===== src/rtl/eb_downsize_if.sv =====
// Handshake bundle for eb_downsize: one wide word stream in (t_0_*), narrow beats out (i_0_*).
// The slave modport is the converter's view; master is the surrounding environment's view.
interface eb_downsize_if #(
  parameter int WIDTH = 8,
  parameter int RATIO = 4
) ();
  logic [WIDTH*RATIO-1:0] t_0_data;
  logic                   t_0_valid;
  logic                   t_0_ready;
  logic [WIDTH-1:0]       i_0_data;
  logic                   i_0_last;
  logic                   i_0_valid;
  logic                   i_0_ready;

  modport slave (
    input  t_0_data,
    input  t_0_valid,
    output t_0_ready,
    output i_0_data,
    output i_0_last,
    output i_0_valid,
    input  i_0_ready
  );

  modport master (
    output t_0_data,
    output t_0_valid,
    input  t_0_ready,
    input  i_0_data,
    input  i_0_last,
    input  i_0_valid,
    output i_0_ready
  );
endinterface


===== src/rtl/eb_downsize.sv =====
// Elastic width-down converter: holds one wide word and emits it as RATIO narrow beats,
// reloading on the last beat's handshake so consecutive words stream without bubbles.
module eb_downsize #(
  parameter int WIDTH     = 8,
  parameter int RATIO     = 4,
  parameter bit MSB_FIRST = 1'b0
) (
  input  logic         clk,
  input  logic         reset,
  eb_downsize_if.slave bus
);

  localparam int               CNT_W    = (RATIO > 1) ? $clog2(RATIO) : 1;
  localparam logic [CNT_W-1:0] LAST_CNT = CNT_W'(RATIO - 1);

  typedef enum logic {
    ST_EMPTY = 1'b0,
    ST_SEND  = 1'b1
  } state_t;

  state_t                      r_state;
  state_t                      w_state_nxt;
  logic [CNT_W-1:0]            r_cnt;
  logic [CNT_W-1:0]            w_cnt_nxt;
  logic [WIDTH*RATIO-1:0]      r_hold;
  logic                        w_load;
  logic                        w_last;
  logic                        w_t_ready;
  logic                        w_t_fire;
  logic                        w_i_fire;
  logic [CNT_W-1:0]            w_sel;
  logic [RATIO-1:0][WIDTH-1:0] w_beats;

  // Handshake terms; upstream ready looks only at state and downstream ready, never at t_0_valid.
  always_comb begin
    w_last    = (r_state == ST_SEND) && (r_cnt == LAST_CNT);
    w_t_ready = (r_state == ST_EMPTY) || (w_last && bus.i_0_ready);
    w_t_fire  = bus.t_0_valid && w_t_ready;
    w_i_fire  = (r_state == ST_SEND) && bus.i_0_ready;
  end

  // Next-state, beat counter and hold-load decision.
  always_comb begin
    w_state_nxt = r_state;
    w_cnt_nxt   = r_cnt;
    w_load      = 1'b0;
    case (r_state)
      ST_EMPTY: begin
        if (w_t_fire) begin
          w_state_nxt = ST_SEND;
          w_cnt_nxt   = '0;
          w_load      = 1'b1;
        end else begin
          w_state_nxt = ST_EMPTY;
        end
      end
      ST_SEND: begin
        if (w_i_fire && w_last) begin
          w_cnt_nxt = '0;
          if (w_t_fire) begin
            w_load      = 1'b1;
            w_state_nxt = ST_SEND;
          end else begin
            w_state_nxt = ST_EMPTY;
          end
        end else if (w_i_fire) begin
          w_cnt_nxt = r_cnt + CNT_W'(1'b1);
        end else begin
          w_cnt_nxt = r_cnt;
        end
      end
      default: begin
        w_state_nxt = ST_EMPTY;
        w_cnt_nxt   = '0;
      end
    endcase
  end

  // State registers; hold only captures on an accepted word so idle-bus data never leaks in.
  always_ff @(posedge clk or posedge reset) begin
    if (reset) begin
      r_state <= ST_EMPTY;
      r_cnt   <= '0;
      r_hold  <= '0;
    end else begin
      r_state <= w_state_nxt;
      r_cnt   <= w_cnt_nxt;
      if (w_load) begin
        r_hold <= bus.t_0_data;
      end else begin
        r_hold <= r_hold;
      end
    end
  end

  // Beat selection: the counter walks the slices upward or downward depending on beat order.
  always_comb begin
    w_beats = r_hold;
    if (MSB_FIRST) begin
      w_sel = LAST_CNT - r_cnt;
    end else begin
      w_sel = r_cnt;
    end
  end

  assign bus.t_0_ready = w_t_ready;
  assign bus.i_0_valid = (r_state == ST_SEND);
  assign bus.i_0_last  = w_last;
  assign bus.i_0_data  = w_beats[w_sel];

endmodule


===== src/flat_wrapper.sv =====
// flat-port wrapper written by rule: the top's interface ports become plain ports
module eb_downsize_flat 
#(
  parameter int WIDTH     = 8,
  parameter int RATIO     = 4,
  parameter bit MSB_FIRST = 1'b0
)
  (clk, reset, bus_t_0_data, bus_t_0_valid, bus_t_0_ready, bus_i_0_data, bus_i_0_last, bus_i_0_valid, bus_i_0_ready);
  eb_downsize_if #(.WIDTH(WIDTH), .RATIO(RATIO)) bus_i ();
  input  logic clk;
  input  logic reset;
  input wire logic [$bits(bus_i.t_0_data)-1:0] bus_t_0_data;
  input wire logic [$bits(bus_i.t_0_valid)-1:0] bus_t_0_valid;
  output wire logic [$bits(bus_i.t_0_ready)-1:0] bus_t_0_ready;
  output wire logic [$bits(bus_i.i_0_data)-1:0] bus_i_0_data;
  output wire logic [$bits(bus_i.i_0_last)-1:0] bus_i_0_last;
  output wire logic [$bits(bus_i.i_0_valid)-1:0] bus_i_0_valid;
  input wire logic [$bits(bus_i.i_0_ready)-1:0] bus_i_0_ready;
  assign bus_i.t_0_data = bus_t_0_data;
  assign bus_i.t_0_valid = bus_t_0_valid;
  assign bus_t_0_ready = bus_i.t_0_ready;
  assign bus_i_0_data = bus_i.i_0_data;
  assign bus_i_0_last = bus_i.i_0_last;
  assign bus_i_0_valid = bus_i.i_0_valid;
  assign bus_i.i_0_ready = bus_i_0_ready;
  eb_downsize #(.WIDTH(WIDTH), .RATIO(RATIO), .MSB_FIRST(MSB_FIRST)) u_core (.clk(clk), .reset(reset), .bus(bus_i));
endmodule

===== config.mk =====
export PLATFORM = sky130hd
export DESIGN_NAME = eb_downsize_flat
export DESIGN_NICKNAME = d
export VERILOG_FILES = /design/src/rtl/eb_downsize_if.sv /design/src/rtl/eb_downsize.sv /design/src/flat_wrapper.sv
export SDC_FILE = /design/constraint.sdc
export NUM_CORES = 1
export LEC_CHECK = 0
export BUFFER_PORTS_ARGS = -buffer_cell sky130_fd_sc_hd__buf_2
export CORE_ASPECT_RATIO = 1.2
export CORE_MARGIN = 4
export CORE_UTILIZATION = 50
export CTS_BUF_LIST = sky130_fd_sc_hd__clkbuf_2
export DETAILED_ROUTE_END_ITERATION = 8
export GPL_ROUTABILITY_DRIVEN = 0
export PLACE_DENSITY = 0.8
export SLEW_MARGIN = 25
export SYNTH_ARGS = -nofsm -noshare
export SYNTH_HDL_FRONTEND = slang
export SYNTH_SLANG_ARGS = --single-unit

===== constraint.sdc =====
create_clock -name clk -period 2.1 [get_ports clk]
set_input_delay 0 -clock clk [delete_from_list [all_inputs] [get_ports clk]]
set_output_delay 0 -clock clk [all_outputs]
set_load 0.1 [all_outputs]

==> results_dict.tcl <==
set metrics [dict create \
    pwr-share-seq 0.292 \
    clockBufferDepth 2 \
    arrival_ns 1.97 \
    coreArea_mm2 0.00391 \
    power_switching_uw 2000 \
    finalNonFillerCells 304 \
    period_minus_slack_ns 1.97 \
    ctsRootBufferMaster "clkbuf_2" \
    grt_use_met1 0.226 \
    drive_gt1_frac 0.404 \
    synth_fa_ha_area_frac 0.00622 \
    via_per_inst 5.10 \
    final_util 0.681 \
    drtAntennaViolNets 0 \
    finalClockSkew_ns 0.0152 \
    met2_usage 0.336 \
    met3_usage 0.0391 \
    io_buffers 46 \
    cts_resized 0 \
    place_hpwl_um 2720 \
    relSlewSlack 0.591 \
    syn_nets 206 \
    num_rows 25 \
    synth_edf_count 0 \
    multi_input_area_um2 910 \
    slew_violations 0 \
    async_flop_share 1.00 \
    rsz0062_at_grt "no" \
    start_util 0.515 \
    synth_top_area_cell "dfrtp_1" \
    insertion_delay_ns 0.38 \
    nFillCells 284 \
    power_density_mw_per_mm2 1490 \
    grt_pass1_vias 1641 \
    grt_pass1_wl_um 7670 \
    finalSetupViolations 0 \
    die_h_um 77.5 \
    synth_top_family_by_area "compound AO/OA/AOI/OAI gates" \
    area_growth_pct 32.2 \
    wl_per_cell_um 15.5 \
    critical_path_class "reg2out" \
    cts_buffers 5 \
    syn-cell-area_mm2 0.00201 \
    ys_ff_latch 35 \
    io-pin-count 47 \
    yosysUniqueCellTypes 18 \
    dr.pass1.iters 4 \
    grt.total_usage 0.201 \
    synth-simple-area-share 0.0771 \
    post_cts_buffers 0 \
    dp.cells 259 \
    busiest_layer "met2" \
    syn_inst 169 \
    clkPwrFrac 0.075 \
    max_cap_violations 0 \
    synth-xor-area-share 0 \
    start_kind "flop" \
    totalWireLength_um 4730 \
    drt_iter0_markers 119 \
    die-area_mm2 0.00511 \
    status "complete, no violations" \
    yosysWarnings 0 \
    yosysTopAreaCellShare 0.435 \
    p_int_uw 1960 \
    syn_area_per_cell_um2 11.9 \
    die_w_um 65.9 \
    endpoint_kind "output pin" \
    worstMarginPinSlew_ns 0.613 \
    synth_flop_cell "dfrtp_1" \
    synthTopCellsByCount "dfrtp_1 (35), inv_1 (35), nand2_1 (33)" \
    htree_num_levels 2 \
    clkSinkCount 35 \
    cp.required_ns 2.10 \
    grt_antenna_before_repair 0 \
    hold_class "in2reg" \
    ir_drop_uv 724 \
    register_area_um2 876 \
    synth_compound_area_frac 0.261 \
    finalCritPeriodShare 0.940 \
    power_uw 3960 \
    crit_fanout 20 \
    drc 0 \
    overflow 0 \
    fin_nets 286 \
    synth.yosys.seq_area_share 0.435 \
    num_vias 1550 \
    grt_max_degree 37 \
    max_clock_freq_mhz 507 \
    cts_tree "built" \
    synthMuxAreaShare 0.100 \
    combPwrFrac 0.633 \
    p_leak_uw 0.00128 \
    hold_viol_final 0 \
    tns_ns 0 \
    antenna_cells 0 \
    synthTopCellsByArea "dfrtp_1 (44%), o32ai_2 (24%), mux4_2 (8.9%)" \
    p_sw_frac 0.504 \
    clk_pin_slew_ns 0.17 \
]
[power by group through the flow]
stage	sequential, µW	combinational, µW	clock [µW]
floorplan	1130	2130	0
global placement	1160	2400	0
detailed placement	1170	2420	0
CTS	1150	2510	306
global route	1200	2630	333
finish	1150	2510	297
[state kept, by name, indices dropped and copies added, names as in the netlist]
signal,count
u_core.r_hold,32
u_core.bus.i_0_valid,1
u_core.r_cnt,2
[timing repair]
action / 4_1_cts / 5_1_grt
endpoints found under the hold margin: 69 / 0
hold buffers: 36 / 0
endpoints found under the setup margin: 0 / 2
[worst max-delay path, stage by stage (launching register included)]
cell	delay (ns)
dfrtp_1	0.41
ha_1	0.29
a21boi_4	0.21
buf_4	0.33
inv_2	0.04
buf_2	0.29
[metrics by stage]
stage	setup slack (ns)	hold slack (ns)	cell area (µm²)
floorplan	0.234	0.154	2010
global placement	0.608	0.120	2260
detailed placement	0.603	0.125	2260
CTS	0.0391	0.152	2650
global route	0.00278	0.185	2660
finish	0.127	0.170	2660
[kinds of logic (layout without fill, tap and decap cells)]
family | after synthesis | in the layout
buffers and inverters | 52 | 132
AND/OR/NAND/NOR | 37 | 38
flip-flops | 35 | 35
AO/OA/AOI/OAI | 34 | 34
multiplexers | 10 | 10
adder cells (fa/ha/maj) | 1 | 1
[routing by layer]
layer	vias up	wire length, µm
met2	51	2500
met4	0	203
met5	-	0
met3	19	199
met1	731	1820
li1	749	-
[layout by cell type, fill, tap and decap left out, drive strengths merged]
cell type / netlist / routed
and2b: 1 / 1
nand2: 33 / 33
mux2i: 1 / 1
o32ai: 33 / 33
mux4: 8 / 8
buf: 13 / 52
dlygate4sd3: 0 / 36
a21boi: 1 / 1
mux2: 1 / 1
and2: 1 / 1
and3: 1 / 2
dfrtp: 35 / 35
clkinv: 0 / 2
or2: 1 / 1
ha: 1 / 1
clkbuf: 3 / 6
inv: 36 / 36
[worst paths after layout]
kind | slack [ns] | depth (start not counted) | endpoint | from
hold / removal | 0.17 | 3 | u_core.r_hold[13] | bus_t_0_valid
hold reg to reg | 0.57 | 2 | u_core.r_hold[14] | u_core.r_hold[14]
max in group asynchronous | 1.55 | 4 | u_core.r_hold[20] | reset
setup / recovery | 0.13 | 5 | bus_t_0_ready | u_core.r_cnt[0]
setup reg to reg | 0.17 | 4 | u_core.r_hold[12] | u_core.r_cnt[0]
min in group asynchronous | 0.23 | 4 | u_core.r_hold[10] | reset
[final cells by class]
class | count | area share
clock inverter | 2 | 0.00282
timing repair buffer | 88 | 0.239
sequential | 35 | 0.329
inverter | 36 | 0.0508
tap | 54 | 0.0254
clock buffer | 6 | 0.0113
multi-input combinational | 83 | 0.342
(Power assumes the default switching activity.)
